File: src/rtl/axil_reg_responder.sv
// AXI4-Lite slave register file: NUM_REGS x 32-bit window at BASE_ADDR with a
// read-only ID register at index 0, byte-strobed writes and per-register write pulses.
module axil_reg_responder #(
   parameter int unsigned                  S_AXI_ADDR_WIDTH = 32,
   parameter int unsigned                  NUM_REGS         = 16,
   parameter logic [S_AXI_ADDR_WIDTH-1:0]  BASE_ADDR        = '0,
   parameter logic [31:0]                  ID_VALUE         = 32'h5A11_0001
) (
   input  logic                         s_axi_aclk,
   input  logic                         s_axi_areset,
   input  logic [S_AXI_ADDR_WIDTH-1:0]  s_axi_awaddr,
   input  logic [2:0]                   s_axi_awprot,
   input  logic                         s_axi_awvalid,
   output logic                         s_axi_awready,
   input  logic [31:0]                  s_axi_wdata,
   input  logic [3:0]                   s_axi_wstrb,
   input  logic                         s_axi_wvalid,
   output logic                         s_axi_wready,
   output logic [1:0]                   s_axi_bresp,
   output logic                         s_axi_bvalid,
   input  logic                         s_axi_bready,
   input  logic [S_AXI_ADDR_WIDTH-1:0]  s_axi_araddr,
   input  logic [2:0]                   s_axi_arprot,
   input  logic                         s_axi_arvalid,
   output logic                         s_axi_arready,
   output logic [31:0]                  s_axi_rdata,
   output logic [1:0]                   s_axi_rresp,
   output logic                         s_axi_rvalid,
   input  logic                         s_axi_rready,
   output logic [NUM_REGS*32-1:0]       reg_q,
   output logic [NUM_REGS-1:0]          reg_wr_pulse
);

   localparam int unsigned AW    = S_AXI_ADDR_WIDTH;
   localparam int unsigned IDX_W = $clog2(NUM_REGS);

   localparam logic [1:0] RESP_OKAY   = 2'b00;
   localparam logic [1:0] RESP_SLVERR = 2'b10;
   localparam logic [1:0] RESP_DECERR = 2'b11;

   typedef enum logic { W_COLLECT, W_RESP } w_state_t;
   typedef enum logic { R_IDLE, R_RESP } r_state_t;

   function automatic logic in_window(input logic [AW-1:0] a);
      return a[AW-1:IDX_W+2] == BASE_ADDR[AW-1:IDX_W+2];
   endfunction

   w_state_t           w_state_q, w_state_n;
   logic               aw_held_q, aw_held_n;
   logic               w_held_q, w_held_n;
   logic [AW-1:0]      aw_addr_q, aw_addr_n;
   logic [31:0]        wdata_q, wdata_n;
   logic [3:0]         wstrb_q, wstrb_n;
   logic               awready_q, awready_n;
   logic               wready_q, wready_n;
   logic               bvalid_q, bvalid_n;
   logic [1:0]         bresp_q, bresp_n;
   logic [NUM_REGS-1:0] pulse_q, pulse_n;
   logic [31:0]        regs_q [NUM_REGS];
   logic [31:0]        regs_n [NUM_REGS];

   r_state_t           r_state_q, r_state_n;
   logic               arready_q, arready_n;
   logic               rvalid_q, rvalid_n;
   logic [1:0]         rresp_q, rresp_n;
   logic [31:0]        rdata_q, rdata_n;

   logic [IDX_W-1:0]   widx;
   logic [IDX_W-1:0]   ridx;

   assign widx = aw_addr_q[IDX_W+1:2];
   assign ridx = s_axi_araddr[IDX_W+1:2];

   // State register for both channels and the register array
   always_ff @(posedge s_axi_aclk or posedge s_axi_areset) begin
      if (s_axi_areset) begin
         w_state_q <= W_COLLECT;
         aw_held_q <= 1'b0;
         w_held_q  <= 1'b0;
         aw_addr_q <= '0;
         wdata_q   <= '0;
         wstrb_q   <= '0;
         awready_q <= 1'b0;
         wready_q  <= 1'b0;
         bvalid_q  <= 1'b0;
         bresp_q   <= '0;
         pulse_q   <= '0;
         regs_q    <= '{default: '0};
         r_state_q <= R_IDLE;
         arready_q <= 1'b0;
         rvalid_q  <= 1'b0;
         rresp_q   <= '0;
         rdata_q   <= '0;
      end else begin
         w_state_q <= w_state_n;
         aw_held_q <= aw_held_n;
         w_held_q  <= w_held_n;
         aw_addr_q <= aw_addr_n;
         wdata_q   <= wdata_n;
         wstrb_q   <= wstrb_n;
         awready_q <= awready_n;
         wready_q  <= wready_n;
         bvalid_q  <= bvalid_n;
         bresp_q   <= bresp_n;
         pulse_q   <= pulse_n;
         regs_q    <= regs_n;
         r_state_q <= r_state_n;
         arready_q <= arready_n;
         rvalid_q  <= rvalid_n;
         rresp_q   <= rresp_n;
         rdata_q   <= rdata_n;
      end
   end

   // Write path: collect AW and W independently, commit once both are held
   always_comb begin
      w_state_n = w_state_q;
      aw_held_n = aw_held_q;
      w_held_n  = w_held_q;
      aw_addr_n = aw_addr_q;
      wdata_n   = wdata_q;
      wstrb_n   = wstrb_q;
      awready_n = awready_q;
      wready_n  = wready_q;
      bvalid_n  = bvalid_q;
      bresp_n   = bresp_q;
      pulse_n   = '0;
      regs_n    = regs_q;
      case (w_state_q)
         W_COLLECT: begin
            if (aw_held_q && w_held_q) begin
               w_state_n = W_RESP;
               bvalid_n  = 1'b1;
               awready_n = 1'b0;
               wready_n  = 1'b0;
               aw_held_n = 1'b0;
               w_held_n  = 1'b0;
               if (!in_window(aw_addr_q)) begin
                  bresp_n = RESP_DECERR;
               end else if (widx == '0) begin
                  bresp_n = RESP_SLVERR;
               end else begin
                  bresp_n       = RESP_OKAY;
                  pulse_n[widx] = 1'b1;
                  for (int k = 0; k < 4; k++) begin
                     if (wstrb_q[k]) regs_n[widx][8*k +: 8] = wdata_q[8*k +: 8];
                  end
               end
            end else begin
               if (s_axi_awvalid && awready_q) begin
                  aw_held_n = 1'b1;
                  aw_addr_n = s_axi_awaddr;
               end
               if (s_axi_wvalid && wready_q) begin
                  w_held_n = 1'b1;
                  wdata_n  = s_axi_wdata;
                  wstrb_n  = s_axi_wstrb;
               end
               awready_n = !aw_held_n;
               wready_n  = !w_held_n;
            end
         end
         W_RESP: begin
            if (s_axi_bready) begin
               w_state_n = W_COLLECT;
               bvalid_n  = 1'b0;
               awready_n = 1'b1;
               wready_n  = 1'b1;
            end
         end
      endcase
   end

   // Read path: data sampled from the pre-commit register values at the AR edge
   always_comb begin
      r_state_n = r_state_q;
      arready_n = arready_q;
      rvalid_n  = rvalid_q;
      rresp_n   = rresp_q;
      rdata_n   = rdata_q;
      case (r_state_q)
         R_IDLE: begin
            arready_n = 1'b1;
            if (s_axi_arvalid && arready_q) begin
               r_state_n = R_RESP;
               arready_n = 1'b0;
               rvalid_n  = 1'b1;
               if (!in_window(s_axi_araddr)) begin
                  rdata_n = '0;
                  rresp_n = RESP_DECERR;
               end else if (ridx == '0) begin
                  rdata_n = ID_VALUE;
                  rresp_n = RESP_OKAY;
               end else begin
                  rdata_n = regs_q[ridx];
                  rresp_n = RESP_OKAY;
               end
            end
         end
         R_RESP: begin
            if (s_axi_rready) begin
               r_state_n = R_IDLE;
               rvalid_n  = 1'b0;
               arready_n = 1'b1;
            end
         end
      endcase
   end

   always_comb begin
      reg_q[31:0] = ID_VALUE;
      for (int i = 1; i < NUM_REGS; i++) reg_q[32*i +: 32] = regs_q[i];
   end

   assign s_axi_awready = awready_q;
   assign s_axi_wready  = wready_q;
   assign s_axi_bvalid  = bvalid_q;
   assign s_axi_bresp   = bresp_q;
   assign s_axi_arready = arready_q;
   assign s_axi_rvalid  = rvalid_q;
   assign s_axi_rresp   = rresp_q;
   assign s_axi_rdata   = rdata_q;
   assign reg_wr_pulse  = pulse_q;

   logic unused_ok;
   assign unused_ok = ^{s_axi_awprot, s_axi_arprot, s_axi_awaddr[1:0], s_axi_araddr[1:0],
                        aw_addr_q[1:0], regs_q[0]};

endmodule

File: config.mk
export PLATFORM = sky130hd
export DESIGN_NAME = axil_reg_responder
export DESIGN_NICKNAME = d
export VERILOG_FILES = /design/src/rtl/axil_reg_responder.sv
export SDC_FILE = /design/constraint.sdc
export NUM_CORES = 1
export LEC_CHECK = 0
export ABC_CLOCK_PERIOD_IN_PS = 19700
export BUFFER_PORTS_ARGS = -buffer_cell sky130_fd_sc_hd__buf_2
export CORE_MARGIN = 1
export CORE_UTILIZATION = 45
export CTS_CLUSTER_SIZE = 12
export DETAILED_ROUTE_END_ITERATION = 8
export PLACE_DENSITY_LB_ADDON = 0.15
export SYNTH_ARGS = -nofsm -noshare
export SYNTH_HDL_FRONTEND = slang
export SYNTH_SLANG_ARGS = --single-unit
File: constraint.sdc
create_clock -name s_axi_aclk -period 19.7 [get_ports s_axi_aclk]
set_input_delay 0.985 -clock s_axi_aclk [delete_from_list [all_inputs] [get_ports s_axi_aclk]]
set_output_delay 0.985 -clock s_axi_aclk [all_outputs]
set_load 0.02 [all_outputs]
==> impl_metrics.tcl <==
set metrics [dict create \
    postLayoutCoreUtil_pct 49.18 \
    syn_to_final_growth_pct 7.334 \
    antenna_found_initial 10 \
    die_y_um 270.2 \
    rsz0062_at_grt "no" \
    finalMaxSlewViolations 0 \
    firstDrtPassIters 5 \
    cts_tree "yes" \
    grt_max_degree 162 \
    ios 682 \
    pwr-share-clk_pct 40.8 \
    grt_pass1_vias 19711 \
    hold_class "flop to flop" \
    finalWorstSetupSlack_ps 16150 \
    leakage_nw 18.62 \
    ys_types 49 \
    p_int_mw 2.309 \
    cts_resized 0 \
    synth_top_cell_by_area "dfrtp_1" \
    synth_cells 2392 \
    critPathMaxStageDelay_ps 1190 \
    nNetsFinal 2561 \
    powerDensity_mw_per_mm2 93.75 \
    drc 0 \
    cp_max_fo 60 \
    synth.top_cells.by_area "dfrtp_1 (49%), mux2_1 (14%), buf_4 (12%)" \
    cp_slowest_cell "or4_1" \
    postPlaceCellArea_mm2 0.03239 \
    finalPower_mw 3.256 \
    clk_latency_ps 610 \
    clkSinkCount 630 \
    synth-edff-count 0 \
    power_frac_comb_pct 10.3 \
    die_w_um 270.2 \
    port_buffers 638 \
    dpl_worst_slack_ps 15770 \
    worst_clock_skew_ps 26.57 \
    yosys_warnings 0 \
    track_usage_pct 27.01 \
    worst_ep_required_time_ps 20170 \
    synth_seq_cells 630 \
    grt_pass1_wl_um 142900 \
    switchingPower_mw 0.9477 \
    die-area_mm2 0.07299 \
    finalSetupTns_ps 0 \
    std_cell_rows 97 \
    syn_area_per_cell_um2 13.53 \
    seqPwrFrac_pct 48.9 \
    drv_cap 0 \
    worstSetupStartpointType "flop" \
    drive_gt1_share_pct 42.61 \
    netlist_area_mm2 0.03236 \
    clk_pin_slew_ps 60 \
    synth_top_area_share_pct 48.71 \
    vdd_drop_max_uv 86.67 \
    hold_ws_ps 372.1 \
    hold_viol_final 0 \
    fmax_mhz 282.0 \
    final_cells 3441 \
    fin_crit_sh_pct 18.00 \
    cts_made_buffers 72 \
    start_util_pct 45.82 \
    critical_path_class "flop to flop" \
    place_inst 3314 \
    outcome "completed" \
    viasPerCell 5.563 \
    crit_path_cell_trace "and3b_1 > nand4_4 > or4_1 > mux2_1" \
    gp_congestion 0.8271 \
    crit_buf_inv 0 \
    fin_crit_ps 3546 \
    cpLargestDelayFamily "simple AND/OR/NAND/NOR gates" \
    cts_hold_buf 0 \
    post_cts_buffers 0 \
    cts-root-buf "clkbuf_16" \
    core_area_mm2 0.07064 \
    cts_buffer_depth 3 \
    drtIter0Drc 1387 \
    fin_area_mm2 0.03474 \
    fillers 6232 \
    post_drt_wl_per_cell_um 28.76 \
    end_kind "flop" \
    detail-route-antenna-nets 0 \
    relSlewSlack_pct 11.24 \
    grt.overflow.total 0 \
    ys_seq_area_share_pct 48.71 \
    tightestPinTransition_ps 1328 \
    wl_um 98960 \
    cp.arrival_ps 4010 \
    vias 19141 \
    finalSetupViolCount 0 \
    hpwl_um 68500 \
    synth-async-reset-ratio_pct 100.0 \
    cts_max_level 3 \
    synthFlopType "dfrtp_1" \
    p_sw_share_pct 29.10 \
]
-- cell families after synthesis --
kind of cell    Yosys count  synth area share, %
buf+inv                 717                14.70
mux                     695                28.67
flops                   630                48.71
simple gates            232                4.991
compound gates          116                2.904
other cells               2              0.02321
-- cells in the mapped netlist, drive strengths merged, types with 4 or more instances --
library cell,number
dfrtp,630
and3,15
inv,10
mux2,546
nand4,4
or3b,7
nor2,11
mux4,107
buf,599
a221oi,14
nor4,26
a22o,18
and4bb,6
o22ai,8
clkbuf,108
or4,48
nand3,4
and4b,4
mux2i,42
a32o,14
a211o,14
nand2,89
nor4b,4
a21oi,5
a22oi,36
-- cell usage in the layout (no fill, tap or decap), types with 42 or more instances in the layout --
| cell | netlist | final |
|---|---|---|
| buf_2 | 65 | 636 |
| clkbuf_16 | 0 | 73 |
| dfrtp_1 | 630 | 630 |
| mux2_1 | 400 | 400 |
| mux2_2 | 66 | 66 |
| mux2_4 | 80 | 80 |
| mux2i_1 | 42 | 42 |
| mux4_2 | 107 | 107 |
| nand2_1 | 89 | 89 |
| or4_1 | 48 | 48 |
-- state kept, by name (all words and copies together) (netlist names), 2 cells and up --
name / count
reg_q: 480
s_axi_rdata: 32
wdata_q: 32
aw_addr_q: 30
regs_q: 25
reg_wr_pulse: 15
wstrb_q: 4
s_axi_bresp: 2
-- layer usage --
| metal | vias to the layer above | GRT usage [%] | wire [µm] |
|---|---|---|---|
| li1 | 8128 | - | - |
| met1 | 10138 | 34.70 | 40550 |
| met2 | 688 | 42.74 | 46630 |
| met3 | 181 | 7.993 | 7797 |
| met4 | 6 | 10.88 | 3943 |
| met5 | - | 0 | 41 |
-- final cells by class --
class	instances	area, µm²	area share [%]
Inverter	10	45.04	0.1297
Antenna cell	4	10.01	0.02882
Multi-Input combinational cell	1076	12040	34.65
Timing Repair Buffer	658	3371	9.704
Sequential cell	630	15770	45.39
Clock inverter	14	171.4	0.4935
Clock buffer	109	2162	6.224
Tap cell	940	1176	3.386
-- path summary, 6_finish.rpt --
check | depth (start not counted) | endpoint | slack [ps] | start
max | 4 | reg_q[48] | 16150 | w_state_q
min | 0 | regs_q[492] | 370 | regs_q[492]
max reg2reg | 4 | reg_q[48] | 16150 | w_state_q
max in group asynchronous | 4 | reg_q[228] | 16960 | s_axi_areset
min reg2reg | 0 | regs_q[492] | 370 | regs_q[492]
min in group asynchronous | 2 | reg_q[408] | 520 | s_axi_areset
-- power by group through the flow --
stage                     combinational [mW]  sequential (mW)  clock, mW
final                                  0.334             1.59       1.33
after global routing                   0.362             1.62       1.41
after CTS                              0.339             1.59       1.36
after detailed placement               0.339             1.61          0
after global placement                 0.331             1.60          0
after floorplan                        0.317             1.47          0
Power figures use the tool's default switching activity.
